File: src/rtl/arbitro_pkg.sv
// -----------------------------------------------------------------------------
// arbitro_pkg
// Shared definitions for the operation-unit arbiter:
//   estado_t : arbiter state (INACTIVO, EJECUTA, FIN)
//   NUM_REQ  : number of requesters sharing the operation unit
//   OP_W     : width of one operation code
//   CNT_W    : width of the latency counter
//   IDX_W    : width of a requester index
//   one_hot  : requester index -> one-hot requester vector
// -----------------------------------------------------------------------------
package arbitro_pkg;

   localparam int unsigned NUM_REQ = 4;
   localparam int unsigned OP_W    = 2;
   localparam int unsigned CNT_W   = 4;
   localparam int unsigned IDX_W   = 2;

   typedef enum logic [1:0] {
      INACTIVO,
      EJECUTA,
      FIN
   } estado_t;

   function automatic logic [NUM_REQ-1:0] one_hot(input logic [IDX_W-1:0] idx);
      logic [NUM_REQ-1:0] v;
      v      = '0;
      v[idx] = 1'b1;
      return v;
   endfunction

endpackage

File: src/rtl/selector_rr.sv
// -----------------------------------------------------------------------------
// selector_rr
// Combinational round-robin pick: first request bit that is set and not masked,
// searching upward from the pointer and wrapping 3 -> 0.
//   req   in  NUM_REQ  request vector
//   mask  in  NUM_REQ  bits to exclude from the search
//   ptr   in  IDX_W    index the search starts at
//   valid out 1        at least one eligible request
//   idx   out IDX_W    winning index (0 when valid is low)
// -----------------------------------------------------------------------------
module selector_rr
   import arbitro_pkg::*;
(
   input  logic [NUM_REQ-1:0] req,
   input  logic [NUM_REQ-1:0] mask,
   input  logic [IDX_W-1:0]   ptr,
   output logic               valid,
   output logic [IDX_W-1:0]   idx
);

   logic [NUM_REQ-1:0] eleg;
   logic [IDX_W-1:0]   cand;

   assign eleg = req & ~mask;

   // Walk offsets from farthest to nearest so the candidate closest to the
   // pointer is the last one written and therefore wins. The candidate index
   // wraps naturally because it is IDX_W bits wide.
   always_comb begin
      valid = 1'b0;
      idx   = '0;
      cand  = '0;
      for (int unsigned k = NUM_REQ; k > 0; k--) begin
         cand = ptr + IDX_W'(k - 1);
         if (eleg[cand]) begin
            valid = 1'b1;
            idx   = cand;
         end
      end
   end

endmodule

File: src/rtl/arbitro_operaciones.sv
// -----------------------------------------------------------------------------
// arbitro_operaciones
// Round-robin arbiter/sequencer sharing one four-operation unit among four
// requesters. One grant at a time, held for LAT cycles with the decoder
// enabled, followed by a one-cycle completion pulse to the served requester.
//   LAT      param     cycles per operation (1..15)
//   clk      in  1     clock, rising edge
//   rst      in  1     synchronous active-high reset
//   req      in  4     level request per requester
//   op_req   in  8     op code of requester i on bits [2i+1:2i]
//   in_op    out 2     op code to the 2-to-4 decoder
//   en       out 1     decoder enable
//   gnt      out 4     one-hot grant, held for the whole operation
//   listo    out 4     one-hot completion pulse
//   ocupado  out 1     high whenever the arbiter is not idle
// All outputs are flops loaded from next-state values, so they line up with
// the state register and have no combinational path from the inputs.
// -----------------------------------------------------------------------------
module arbitro_operaciones
   import arbitro_pkg::*;
#(
   parameter int unsigned LAT = 3
) (
   input  logic                    clk,
   input  logic                    rst,
   input  logic [NUM_REQ-1:0]      req,
   input  logic [NUM_REQ*OP_W-1:0] op_req,
   output logic [OP_W-1:0]         in_op,
   output logic                    en,
   output logic [NUM_REQ-1:0]      gnt,
   output logic [NUM_REQ-1:0]      listo,
   output logic                    ocupado
);

   localparam logic [CNT_W-1:0] CNT_INI = CNT_W'(LAT - 1);

   estado_t            estado, estado_n;
   logic [CNT_W-1:0]   cnt, cnt_n;
   logic [IDX_W-1:0]   ptr, ptr_n;
   logic [IDX_W-1:0]   idx_q, idx_n;
   logic [OP_W-1:0]    op_q, op_n;
   logic               post_fin;

   logic [NUM_REQ-1:0] mask;
   logic               sel_valid;
   logic [IDX_W-1:0]   sel_idx;
   logic [OP_W-1:0]    op_arr [NUM_REQ];

   logic [OP_W-1:0]    in_op_n;
   logic               en_n;
   logic [NUM_REQ-1:0] gnt_n;
   logic [NUM_REQ-1:0] listo_n;
   logic               ocupado_n;

   for (genvar i = 0; i < NUM_REQ; i++) begin : g_op
      assign op_arr[i] = op_req[OP_W*i +: OP_W];
   end

   // In the idle cycle right after FIN the just-served requester has only
   // just seen listo and may still be holding req; keep it out of that pick.
   assign mask = post_fin ? one_hot(idx_q) : '0;

   selector_rr u_selector_rr (
      .req   (req),
      .mask  (mask),
      .ptr   (ptr),
      .valid (sel_valid),
      .idx   (sel_idx)
   );

   always_comb begin
      estado_n = estado;
      cnt_n    = cnt;
      ptr_n    = ptr;
      idx_n    = idx_q;
      op_n     = op_q;

      unique case (estado)
         INACTIVO: begin
            if (sel_valid) begin
               idx_n    = sel_idx;
               op_n     = op_arr[sel_idx];
               cnt_n    = CNT_INI;
               estado_n = EJECUTA;
            end
         end
         EJECUTA: begin
            if (cnt == '0) begin
               estado_n = FIN;
            end else begin
               cnt_n = cnt - CNT_W'(1);
            end
         end
         FIN: begin
            ptr_n    = idx_q + IDX_W'(1);
            estado_n = INACTIVO;
         end
         default: begin
            estado_n = INACTIVO;
         end
      endcase

      en_n      = (estado_n == EJECUTA);
      gnt_n     = en_n ? one_hot(idx_n) : '0;
      in_op_n   = en_n ? op_n : '0;
      listo_n   = (estado_n == FIN) ? one_hot(idx_n) : '0;
      ocupado_n = (estado_n != INACTIVO);
   end

   always_ff @(posedge clk) begin
      if (rst) begin
         estado   <= INACTIVO;
         cnt      <= '0;
         ptr      <= '0;
         idx_q    <= '0;
         op_q     <= '0;
         post_fin <= 1'b0;
         in_op    <= '0;
         en       <= 1'b0;
         gnt      <= '0;
         listo    <= '0;
         ocupado  <= 1'b0;
      end else begin
         estado   <= estado_n;
         cnt      <= cnt_n;
         ptr      <= ptr_n;
         idx_q    <= idx_n;
         op_q     <= op_n;
         post_fin <= (estado == FIN);
         in_op    <= in_op_n;
         en       <= en_n;
         gnt      <= gnt_n;
         listo    <= listo_n;
         ocupado  <= ocupado_n;
      end
   end

endmodule

File: config.mk
export PLATFORM = sky130hd
export DESIGN_NAME = arbitro_operaciones
export DESIGN_NICKNAME = d
export VERILOG_FILES = /design/src/rtl/arbitro_pkg.sv /design/src/rtl/selector_rr.sv /design/src/rtl/arbitro_operaciones.sv
export SDC_FILE = /design/constraint.sdc
export NUM_CORES = 1
export LEC_CHECK = 0
export BUFFER_PORTS_ARGS = -buffer_cell sky130_fd_sc_hd__buf_2
export CORE_MARGIN = 3
export CORE_UTILIZATION = 45
export DETAILED_ROUTE_END_ITERATION = 10
export GPL_TIMING_DRIVEN = 0
export MAX_ROUTING_LAYER = met4
export PLACE_DENSITY = 0.68
export SLEW_MARGIN = 20
export SYNTH_ARGS = -nofsm -noshare
export SYNTH_HDL_FRONTEND = slang
export SYNTH_SLANG_ARGS = --single-unit
File: constraint.sdc
create_clock -name clk -period 2.6 [get_ports clk]
set_input_delay 0.52 -clock clk [delete_from_list [all_inputs] [get_ports clk]]
set_output_delay 0.52 -clock clk [all_outputs]
set_load 0.02 [all_outputs]
==> results of run 1 <==
metal layers:
layer / up-vias / GRT usage / wire [um]
met5: - / - / 0
met3: 6 / 0.03509 / 156
met1: 529 / 0.2283 / 1238
met2: 34 / 0.2967 / 1351
met4: 0 / 0.1068 / 71
li1: 555 / - / -
area by class of cell:
class | instances | area, um2
Buffer | 1 | 3.754
Fill cell | 262 | 1106
Inverter | 13 | 48.80
Clock inverter | 1 | 7.507
Timing Repair Buffer | 25 | 125.1
Multi-Input combinational cell | 100 | 693.2
Tap cell | 30 | 37.54
Sequential cell | 25 | 500.5
Clock buffer | 3 | 22.52
power by group:
part	total [mW]	internal (mW)	switching, mW
Clock	0.178	0.0588	0.119
Sequential	0.581	0.502	0.0793
Combinational	0.747	0.294	0.453
worst max path at each step:
| stage | from | end | cells past startpoint |
|---|---|---|---|
| 2_1_floorplan | idx_q[0] | op_q[0] | 8 |
| 3_3_place_gp | req[3] | op_q[1] | 7 |
| 3_5_place_dp | req[3] | in_op[1] | 7 |
| 4_1_cts | idx_q[0] | in_op[1] | 8 |
| 5_1_grt | idx_q[0] | in_op[1] | 8 |
| 6_report | idx_q[0] | in_op[1] | 8 |
logic make-up (layout without fill, tap and decap cells):
| family | after synthesis | count (layout) | synth area share |
|---|---|---|---|
| AO/OA/AOI/OAI | 44 | 44 | 0.2942 |
| XOR/XNOR | 2 | 2 | 0.01406 |
| adder cells (fa/ha/maj) | 6 | 6 | 0.06024 |
| buffers and inverters | 14 | 43 | 0.04217 |
| flip-flops | 25 | 25 | 0.4016 |
| multiplexers | 3 | 3 | 0.02410 |
| AND/OR/NAND/NOR | 45 | 45 | 0.1637 |
worst max-delay path: stages, from the launching register on:
cell and delay, ps:
dfxtp_1 420, inv_1 100, ha_1 240, a21bo_4 240, o211a_1 220, o32a_1 370
a2111oi_0 360, a221oi_1 140, a21oi_1 170
sequential cells by signal, summed over array words and instances (netlist names):
| name | cells |
|---|---|
| estado | 2 |
| post_fin | 1 |
| en | 1 |
| cnt | 4 |
| op_q | 2 |
| in_op | 2 |
| ptr | 2 |
| idx_q | 2 |
| ocupado | 1 |
| listo | 4 |
| gnt | 4 |
cells in the final DEF (no fill, tap or decap), drive strengths merged, types with 2 or more instances in the layout:
cell type,n
buf,25
o2bb2ai,2
o21ai,5
ha,6
a211oi,3
nor3,6
and4,2
a21boi,3
dfxtp,25
nor2,20
xnor2,2
a221oi,2
a21bo,3
o32a,2
clkbuf,4
a2111oi,2
inv,13
nand2b,3
mux2i,3
o32ai,2
a21oi,8
o211ai,2
nand3,2
nand2,9
o21a,2
==> results.tsv, run 1 <==
metric	value	unit
die_area	0.003437	mm2
clk_pin_slew	140	ps
h-tree-depth	1	
cts_sinks	25	
status	completed	
synth_area	0.001246	mm2
fin_crit_sh	0.8914	
ir_drop	0.7548	mV
place_area	0.001409	mm2
slew_viol_final	0	
start_util	0.4897	
cts_hold_buf	0	
dp_hpwl	2.138	mm
grt_overflow_total	0	
async_flop_share	0	
max_cap_viol_count	0	
worst_r2r_path_depth	8	
core_area	0.002545	mm2
worstSetupPathType	register to register	
hold_ws	485.7	ps
dieHeight	58.63	um
layout-drive-gt1-share	0.2143	
power.density	1047	mW/mm2
n_antenna_cell	0	
worstPathRequired	2860	ps
gp_congestion	0.8252	
seq_area_frac_synth	0.4016	
end_kind	register	
final_core_utilization	0.5654	
hp-class	register to register	
critPathMaxFanout	5	
first_global_vias	1128	
min_to	cnt[1]	
period_needed	2318	ps
r2r_end	in_op[1]	
rsz0062_at_grt	false	
grt_first_pass_wirelength	4.850	mm
yosysMostFrequentCell	dfxtp_1	
cts_buffers	3	
syn_nets	159	
root_buffer	clkbuf_4	
cts_setup_buffers	0	
max_freq	431.5	MHz
wl_per_cell	14.22	um
antenna_found_initial	0	
hold_viol	0	
fin_setup_tns	0	ps
nets	189	
skew	1.910	ps
worst_slew_pin_slew	664.1	ps
place_ws	280.8	ps
postLayoutCellArea	0.001439	mm2
die_w	58.63	um
worstSetupStartpointType	register	
grt_max_degree	16	
rrSetupSlack	280	ps
final_antenna_net_count	0	
avgSynthCellArea	8.965	um2
syn_to_final_growth	15.46	%
grtUsageTotal	0.1894	
first_pass_iters	4	
synthTopCellsByArea	dfxtp_1, ha_1, nor2_1	
synthCells	139	
whs_path_depth	2	
detail_route.vias_per_cell	5.677	
reg2reg_from	idx_q[0]	
critPathArrivalTime	2580	ps
worst_slack	282.3	ps
yosysWarnings	0	
synth_seq_cells	25	
clockBufferDepth	2	
power.leakage	0.6428	nW
synth-main-ff-cell	dfxtp_1	
synth-edff-count	0	
setup_viol_count_final	0	
tritoncts	yes	
worstHoldStart	cnt[1]	
rows	18	
drt_first_iter_violations	56	
cts.repair.resized	0	
routed_wl	2.816	mm
synth.distinct_cells	39	
power	1.507	mW
vias	1124	
yosysTopAreaCellShare	0.4016	
port_buffers	25	
synthTopCellsByCount	dfxtp_1, nor2_1, inv_1	
stdcell_count	198	
clk_latency	320	ps
placed_cells	194	
ios	26	
drc	0	
synth_area_leader_cell	dfxtp_1	
slew-limit-headroom	0.5563	
Power figures use the tool's default switching activity.
==> inputs of run 2 (changes only) <==
CORE_UTILIZATION = 53   (was 45)
PLACE_DENSITY = 0.78   (was 0.68)
SLEW_MARGIN = not set   (was 20)
==> run 2 against run 1 <==
  * Clock skew grew 7.7 ps
  * Register-to-register slack got worse by 30 ps
  * Power is 0.55% lower
  * Non-clock buffer count stayed put
==> results.tsv, run 2 (same netlist as run 1, synthesis figures left out) <==
metric	value	unit
core_area	0.002082	mm2
vias	1115	
fillers	181	
power.leakage	0.6428	nW
drc	0	
n_antenna_cell	0	
routed_wl	2.644	mm
grtUsageTotal	0.2143	
wl_per_cell	13.56	um
switching_share	0.4306	
final_core_utilization	0.6893	
start_util	0.5986	
slew-limit-headroom	0.5653	
max_freq	425.2	MHz
grt_first_pass_wirelength	4.457	mm
cts_buffers	3	
setup_viol_count_final	0	
detail_route.vias_per_cell	5.718	
crit_start	idx_q[1]	
end_kind	register	
final_cell_mix	dfxtp_1, buf_2, nor2_1, inv_1, nand2_1	
worst_r2r_path_depth	7	
cts_hold_buf	0	
worstSetupStartpointType	register	
fin_setup_tns	0	ps
dp_hpwl	2.104	mm
whs_path_depth	4	
comb_power_share	0.490	
critPathMaxFanout	7	
ir_drop	0.7800	mV
worst_slew_pin_slew	650.0	ps
internal_power	0.8531	mW
hp-class	input pin to register	
seq_area	500.5	um2
die_w	54.49	um
first_global_vias	1065	
slew_viol_final	0	
status	completed	
period_needed	2352	ps
grt_overflow_total	0	
ios	26	
hold_viol	0	
worstSetupPathType	register to register	
cts_sinks	25	
drt_first_iter_violations	19	
reg2reg_from	idx_q[1]	
cts.repair.resized	0	
worstPathRequired	2820	ps
cp-endpoint	in_op[1]	
power.density	1044	mW/mm2
max_cap_viol_count	0	
final_antenna_net_count	0	
syn_to_final_growth	15.16	%
multiInputGateArea	693.2	um2
dieHeight	54.49	um
reg_top3	cnt x4, gnt x4, listo x4	
pwr-share-seq	0.388	
worstHoldStart	rst	
antenna_found_initial	0	
clk_pin_slew	150	ps
rsz0062_at_grt	false	
root_buffer	clkbuf_4	
tritoncts	yes	
clockBufferDepth	2	
critPathArrivalTime	2580	ps
fin_crit_sh	0.9045	
clk_latency	330	ps
layout-drive-gt1-share	0.2143	
die_area	0.002969	mm2
first_pass_iters	4	
r2r_end	in_op[1]	
rows	16	
pwr-share-clk	0.122	
p_sw	0.6452	mW
h-tree-depth	1	
rrSetupSlack	250	ps
skew	9.579	ps
grt_max_degree	16	
nets	189	
gp_congestion	0.8167	
cts_setup_buffers	0	
port_buffers	25	
==> run 2: how the worst min path moves through the flow <==
stage,to,slack (ps)
2_1_floorplan,cnt[1],440
3_3_place_gp,cnt[1],460
3_5_place_dp,cnt[1],460
4_1_cts,cnt[2],460
5_1_grt,cnt[2],490
6_report,cnt[2],460
==> run 2: power by group through the flow <==
stage / sequential [mW] / clock, mW / combinational [mW]
CTS: 0.580 / 0.182 / 0.736
floorplan: 0.641 / 0 / 0.505
detailed placement: 0.589 / 0 / 0.732
global placement: 0.584 / 0 / 0.711
finish: 0.581 / 0.183 / 0.734
global route: 0.598 / 0.196 / 0.835
==> run 2: area by class of cell <==
cell class / count / share of cell area
well taps: 27 / 0.02354
multi-input cells: 100 / 0.4830
clock inverters: 1 / 0.005231
plain buffers: 1 / 0.002616
inverters: 13 / 0.03400
clock buffers: 3 / 0.01569
flip-flops and latches: 25 / 0.3487
repair buffers: 25 / 0.08718
==> run 2: worst max-delay path, stage by stage, from the launching register on <==
cell and delay, ps:
dfxtp_1 380, ha_1 210, a21boi_1 360, o21ai_0 180
a21oi_1 500, a2111oi_0 160, a221oi_1 340, a21oi_1 110
==> run 2: metrics by stage <==
stage          hold WS [ps]  instances  instance area (um2)  power (mW)  setup WS, ps
2_1_floorplan         445.0        139                 1246       1.145         639.8
3_3_place_gp          461.4        191                 1405       1.295         373.4
3_5_place_dp          461.2        191                 1405       1.320         243.6
4_1_cts               463.6        195                 1435       1.497         317.5
5_1_grt               493.7        195                 1435       1.629         37.15
6_report              464.4        195                 1435       1.498         248.3
==> run 2: routing by layer <==
layer  GRT usage  vias to the layer above  share of wire
met5           -                        -              0
met4     0.05809                        0         0.0064
met3     0.05995                        2          0.060
met2      0.3466                       37           0.48
met1      0.2609                      511           0.45
li1            -                      565              -
